==> src/rtl/evn_ctl_mch.sv <==
// Multi-channel event controller: per-channel source select feeding an
// IDLE/PRE/ARM/POST sequencer with pre/post counters and trigger qualification.
module evn_ctl_mch #(
    parameter int unsigned CN = 2,
    parameter int unsigned EN = 2,
    parameter int unsigned CW = 32,
    parameter int unsigned SW = $clog2(EN + 1)
) (
    input  logic                   clk,
    input  logic                   rstn,
    input  logic [CN-1:0][3:0]     evn_sw,
    input  logic [EN-1:0][3:0]     evn_ex,
    input  logic [CN-1:0][SW-1:0]  cfg_sel,
    input  logic [CN-1:0][CW-1:0]  cfg_pre,
    input  logic [CN-1:0][CW-1:0]  cfg_pst,
    input  logic [CN-1:0]          trg_i,
    input  logic [CN-1:0]          trg_msk,
    output logic [CN-1:0][3:0]     evn_o,
    output logic [CN-1:0]          ctl_run,
    output logic [CN-1:0]          ctl_arm,
    output logic [CN-1:0]          trg_o,
    output logic [CN-1:0]          sts_done,
    output logic [CN-1:0][CW-1:0]  sts_cnt
);

    typedef enum logic [1:0] {
        IDLE,
        PRE,
        ARM,
        POST
    } state_e;

    state_e              state_q [CN];
    state_e              state_d [CN];
    logic [CN-1:0][3:0]  evn_sel;
    logic [CN-1:0][3:0]  evn_q;
    logic [CN-1:0][CW-1:0] cnt_q, cnt_d;
    logic [CN-1:0]       run_q, run_d;
    logic [CN-1:0]       arm_q, arm_d;
    logic [CN-1:0]       trg_q, trg_d;
    logic [CN-1:0]       done_q, done_d;

    // Out-of-range selects match no bus and leave the channel event-free.
    always_comb begin
        for (int unsigned ch = 0; ch < CN; ch++) begin
            evn_sel[ch] = '0;
            if (cfg_sel[ch] == '0) begin
                evn_sel[ch] = evn_sw[ch];
            end else begin
                for (int unsigned k = 0; k < EN; k++) begin
                    if (cfg_sel[ch] == SW'(k + 1)) evn_sel[ch] = evn_ex[k];
                end
            end
        end
    end

    always_comb begin
        for (int unsigned ch = 0; ch < CN; ch++) begin
            state_d[ch] = state_q[ch];
            cnt_d[ch]   = cnt_q[ch];
            trg_d[ch]   = 1'b0;
            done_d[ch]  = done_q[ch];

            if (evn_sel[ch][0]) begin
                state_d[ch] = IDLE;
                cnt_d[ch]   = '0;
                done_d[ch]  = 1'b0;
            end else if (evn_sel[ch][2]) begin
                state_d[ch] = IDLE;
                cnt_d[ch]   = '0;
            end else begin
                unique case (state_q[ch])
                    IDLE: begin
                        if (evn_sel[ch][1]) begin
                            state_d[ch] = PRE;
                            cnt_d[ch]   = '0;
                            done_d[ch]  = 1'b0;
                        end
                    end
                    PRE: begin
                        if (cnt_q[ch] >= cfg_pre[ch]) begin
                            state_d[ch] = ARM;
                            cnt_d[ch]   = '0;
                        end else begin
                            cnt_d[ch] = cnt_q[ch] + 1'b1;
                        end
                    end
                    ARM: begin
                        // A coincident (ignored) str outranks the trigger.
                        if (!evn_sel[ch][1] &&
                            (evn_sel[ch][3] || (trg_i[ch] && trg_msk[ch]))) begin
                            state_d[ch] = POST;
                            cnt_d[ch]   = '0;
                            trg_d[ch]   = 1'b1;
                        end
                    end
                    POST: begin
                        if (cnt_q[ch] >= cfg_pst[ch]) begin
                            state_d[ch] = IDLE;
                            cnt_d[ch]   = '0;
                            done_d[ch]  = 1'b1;
                        end else begin
                            cnt_d[ch] = cnt_q[ch] + 1'b1;
                        end
                    end
                    default: state_d[ch] = IDLE;
                endcase
            end

            run_d[ch] = (state_d[ch] != IDLE);
            arm_d[ch] = (state_d[ch] == ARM);
        end
    end

    always_ff @(posedge clk or negedge rstn) begin
        if (!rstn) begin
            for (int unsigned ch = 0; ch < CN; ch++) state_q[ch] <= IDLE;
            evn_q  <= '0;
            cnt_q  <= '0;
            run_q  <= '0;
            arm_q  <= '0;
            trg_q  <= '0;
            done_q <= '0;
        end else begin
            for (int unsigned ch = 0; ch < CN; ch++) state_q[ch] <= state_d[ch];
            evn_q  <= evn_sel;
            cnt_q  <= cnt_d;
            run_q  <= run_d;
            arm_q  <= arm_d;
            trg_q  <= trg_d;
            done_q <= done_d;
        end
    end

    assign evn_o    = evn_q;
    assign ctl_run  = run_q;
    assign ctl_arm  = arm_q;
    assign trg_o    = trg_q;
    assign sts_done = done_q;
    assign sts_cnt  = cnt_q;

endmodule

==> config.mk <==
export PLATFORM = sky130hd
export DESIGN_NAME = evn_ctl_mch
export DESIGN_NICKNAME = d
export VERILOG_FILES = /design/src/rtl/evn_ctl_mch.sv
export SDC_FILE = /design/constraint.sdc
export NUM_CORES = 1
export LEC_CHECK = 0
export CORE_ASPECT_RATIO = 1.75
export CORE_UTILIZATION = 65
export DETAILED_ROUTE_END_ITERATION = 8
export DONT_BUFFER_PORTS = 1
export PLACE_DENSITY = 0.81
export SYNTH_ARGS = -nofsm -noshare
export SYNTH_HDL_FRONTEND = slang
export SYNTH_SLANG_ARGS = --single-unit
==> constraint.sdc <==
create_clock -name clk -period 7.65 [get_ports clk]
set_input_delay 0 -clock clk [delete_from_list [all_inputs] [get_ports clk]]
set_output_delay 0 -clock clk [all_outputs]
set_load 0.05 [all_outputs]
# Word level (Yosys, flattened, before mapping)
# Index checks and enable logic that the tools add are counted.
[word_totals] register_bits=84 in_bits=154 word_cells=111
[classes] n_addsub=2 magnitude_cmp=4 eq_ne=22 muxes=52 n_reduce_logical=20
[op_table] cell="$mux 32" count=12
[op_table] cell="$pmux 32 s4" count=2
[op_table] cell="$ge 32x32->1" count=4
[op_table] cell="$add 32x1->32 const B" count=2
[op_table] cell="$mux 2" count=12
[op_table] cell="$mux 4" count=6
[op_table] cell="$eq 2x2->1 const B" count=8
[op_table] cell="$mux 1" count=16
[op_table] cell="$ne 4x4->1 const B" count=4
[op_table] cell="$pmux 2 s4" count=2
[op_table] cell="$ne 3x3->1 const B" count=4
[op_table] cell="$eq 2x1->1 const B" count=4
[op_table] cell="$logic_not 2->1" count=4
[op_table] cell="$reduce_and 4->1" count=2
[op_table] cell="$reduce_bool 3->1" count=2
[op_table] cell="$logic_and 1x1->1" count=4
[op_table] cell="$ne 2x2->1 const B" count=2
[op_table] cell="$pmux 1 s2" count=2
[op_table] cell="$reduce_and 2->1" count=2
[op_table] cell="$reduce_bool 2->1" count=2
[op_table] cell="$logic_not 1->1" count=2
[op_table] cell="$logic_or 1x1->1" count=2

# Longest topological paths before layout
[depth] depth_word=11 mapped_depth=11 depth_no_buf=9

# Least setup slack after synthesis
# Ideal clock, no wire load.
[synth_timing] path_kind="reg-to-reg" startpoint="reg cnt_q, in the netlist sts_cnt[0]" endpoint="reg cnt_q, in the netlist sts_cnt[31]" setup_time_ns=0.078 arrival_time_ns=2.732 t_required_ns=7.572 setup_slack_ns=4.841 path_stages_with_launch=11 n_path_buf=1 synth_period_minus_slack_ns=2.809 path_cell_list="dfrtp_1 > inv_1 > ha_1 > nand2b_1 > a2111oi_2 > o41ai_1 > o41a_1 > nor4_4 > nor2_2 > buf_4 > a21oi_1"
[synth_between] elab_chain_cells=5
[synth_rtl] item="from (decl)" line="37" text="logic [CN-1:0][CW-1:0] cnt_q, cnt_d;"
[synth_rtl] item="from (signal assigned)" line="127" text="cnt_q <= cnt_d;"
[synth_rtl] item="$add 32x1->32 (tied with other cells)" line="85, 103"
[synth_rtl] item="$mux 32 (on tied branches)" line="98, 81"
[synth_rtl] item="$pmux 32 s4 *" line="72" text="unique case (state_q[ch])"
[synth_rtl] item="$mux 32 *" line="68" text="end else if (evn_sel[ch][2]) begin"
[synth_rtl] item="$mux 32 *" line="64" text="if (evn_sel[ch][0]) begin"
# Every way passes the cells marked *; elsewhere a longest branch is shown, timed or not.
# A chain may end at the register's enable or synchronous reset.

# Worst setup path in the final report
[layout_timing] startpoint="reg cnt_q, in the netlist sts_cnt[0]" endpoint="reg cnt_q, in the netlist sts_cnt[14]"
# Same word-level chain as after synthesis.

==> results_dict.tcl <==
set metrics [dict create \
    netlist_area_mm2 0.00795 \
    drtIter0Drc 236 \
    die_area_mm2 0.0127 \
    setup_viol 0 \
    synthesis.nets 1251 \
    synth_xor_area_share_pct 3.64 \
    syn_inst 967 \
    chipHeight_um 148 \
    place_area_mm2 0.00796 \
    antenna_found_initial 0 \
    cts_root_buffer "clkbuf_16" \
    clk_pin_slew_ns 0.06 \
    cts_setup_buffers 0 \
    synth_flop_cell "dfrtp_1" \
    fin_area_mm2 0.00844 \
    remaining_drc_errors 0 \
    critPathTopFamily "simple AND/OR/NAND/NOR gates" \
    worstPathCellList "inv_1 -> ha_1 -> nor2_1 -> a21oi_1 -> o311ai_0 -> a31oi_1 -> nor4_2 -> nor2_2 -> o211ai_1" \
    yosysMostFrequentCell "inv_1" \
    worstSetupPathType "flip-flop to flip-flop" \
    synth_common_cells "inv_1, ha_1, nand2_1" \
    avgSynthCellArea_um2 8.22 \
    outcome "finished clean" \
    rsz0062_at_grt "no" \
    clock-sinks 84 \
    coreArea_mm2 0.0119 \
    fin_crit_ns 4.07 \
    synth-compound-area-share_pct 17.0 \
    yosysSeqAreaShare_pct 26.4 \
    fin_cells 1112 \
    layout.nets 1254 \
    setup_tns_ns 0 \
    synth_top_family_by_area "simple AND/OR/NAND/NOR gates" \
    fp.dieW_um 85.6 \
    placedCellCount 1082 \
    slowest_delay_ns 1.06 \
    cts-buffers-inserted 9 \
    grt_pass1_wl_mm 31.9 \
    htree_levels 3 \
    synthSimpleGateAreaFrac_pct 22.2 \
    synth_fa_ha_area_share_pct 20.5 \
    muxShareOfSynthArea_pct 1.01 \
    hold_viol_final 0 \
    synth_cell_types 68 \
    hpwl_mm 15.6 \
    grt_pass1_vias 7059 \
    worstSetupStartpointType "flip-flop" \
    ys_seq_elements 84 \
    critPathCaptureType "flip-flop" \
    slew_headroom_pct 15.4 \
    leakage_nw 4.26 \
    routedWlPerCell_um 17.9 \
    cts_max_path_buffers 2 \
    layout-drive-gt1-share_pct 5.74 \
    synth-async-reset-ratio_pct 100 \
    hold_buffers 14 \
    min_path_type "input pin to flip-flop" \
    cap_violations 0 \
    cp_max_fo 21 \
    critPathRequiredTime_ns 7.89 \
    clk_latency_ns 0.34 \
    grtUsageTotal_pct 31.8 \
    rows 53 \
    avgViaCountPerCell 6.30 \
    portBuffers 0 \
    ant_nets 0 \
    tightest_slew_ns 1.26 \
    ir_drop_uv 131 \
    synth_edf_count 0 \
    fmax_ghz 0.246 \
    synth_top_area_share_pct 26.4 \
    first_pass_iters 5 \
    cts_tree "built" \
    finalWirelength_mm 19.9 \
    fin_crit_sh_pct 53.2 \
    cts.repair.resized 0 \
    post-route-util_pct 70.7 \
    drv_slew 0 \
    grt_overflow 0 \
    critPathSlowestCell "nor4_2" \
    synth_warnings 0 \
    via_count 7001 \
    p_per_area_mw_per_mm2 137 \
    skew_ns 0.00753 \
    grt_max_degree 85 \
    yosysTopAreaCell "dfrtp_1" \
    finalPower_mw 1.16 \
    io_pins 234 \
    worstPathArrival_ns 4.30 \
    synth.area.top_cells "dfrtp_1, ha_1, inv_1" \
    area_growth_pct 6.14 \
    start_util_pct 66.6 \
    insertedDiodeCount 0 \
    path_buf_inv 1 \
    gp_congestion 0.880 \
]
## flip-flops by register name, summed over array words and instances (netlist names)
signal / flops
ctl_arm: 2
evn_o: 8
sts_done: 2
ctl_run: 2
trg_o: 2
state_q: 4
sts_cnt: 64
## report_power, final
part / internal [mW] / switching, mW / total [mW]
Sequential: 0.455 / 0.0565 / 0.512
Clock: 0.288 / 0.183 / 0.471
Combinational: 0.0651 / 0.111 / 0.176
Total: 0.808 / 0.351 / 1.16
## cells in the final DEF, fill, tap and decap left out, types with 6 or more instances in the layout
master and n:
nand3_1 29, nand2_1 111, nand2b_1 6, xor2_1 7, o21a_1 6, and4_1 6, and2_1 20, a21oi_2 15
and3_1 9, o22ai_1 22, clkbuf_16 9, o21ai_1 9, a21oi_1 71, o211ai_1 11, dfrtp_1 84, a221oi_1 6
nor3_1 31, ha_1 130, inv_1 141, nor4_1 13, nand4_1 25, nor2b_1 10, dlygate4sd3_1 13, nor2_1 47
mux2i_1 8, o21ai_0 28, xnor2_1 26, a211oi_1 6
## cells by family after synthesis
| kind of cell | Yosys count |
|---|---|
| flops | 84 |
| buf+inv | 167 |
| fa+ha+maj | 130 |
| simple gates | 339 |
| mux | 8 |
| xor+xnor | 33 |
| compound gates | 206 |
## path summary, 6_finish.rpt
kind                                   startpoint  cells past startpoint  slack (ns)                       to
setup / recovery           sts_cnt[0]$_DFFE_PN0P_                      9        3.58  sts_cnt[14]$_DFFE_PN0P_
hold / removal                          evn_sw[0]                      2        0.02       evn_o[0]$_DFF_PN0_
setup reg to reg           sts_cnt[0]$_DFFE_PN0P_                      9        3.58  sts_cnt[14]$_DFFE_PN0P_
hold reg to reg              state_q[0]$_DFF_PN0_                      1        0.67       trg_o[1]$_DFF_PN0_
max in group asynchronous                    rstn                      2        7.07  sts_cnt[24]$_DFFE_PN0P_
min in group asynchronous                    rstn                      2        0.21  sts_cnt[57]$_DFFE_PN0P_
## layout make-up
| cell class | instances | area, um^2 |
|---|---|---|
| clock buffers | 9 | 225 |
| clock inverters | 7 | 97.6 |
| fillers | 996 | 3500 |
| inverters | 141 | 529 |
| multi-input cells | 716 | 5120 |
| flip-flops and latches | 84 | 2100 |
| well taps | 137 | 171 |
| repair buffers | 18 | 188 |
## layer usage
| layer | GRT usage [%] | up-vias | share of wire, % |
|---|---|---|---|
| met5 | 0 | - | 0 |
| met4 | 18.4 | 0 | 5.3 |
| met3 | 6.27 | 73 | 4.9 |
| met2 | 60.2 | 266 | 54 |
| met1 | 31.3 | 3264 | 35 |
| li1 | - | 3398 | - |
## per-stage QoR
step	setup WS, ns	hold slack, ns
2_1_floorplan	4.84	-0.296
3_3_place_gp	3.75	-0.294
3_5_place_dp	3.63	-0.294
4_1_cts	3.61	0.0143
5_1_grt	3.28	0.0284
6_report	3.58	0.0187
(Power assumes the default switching activity.)
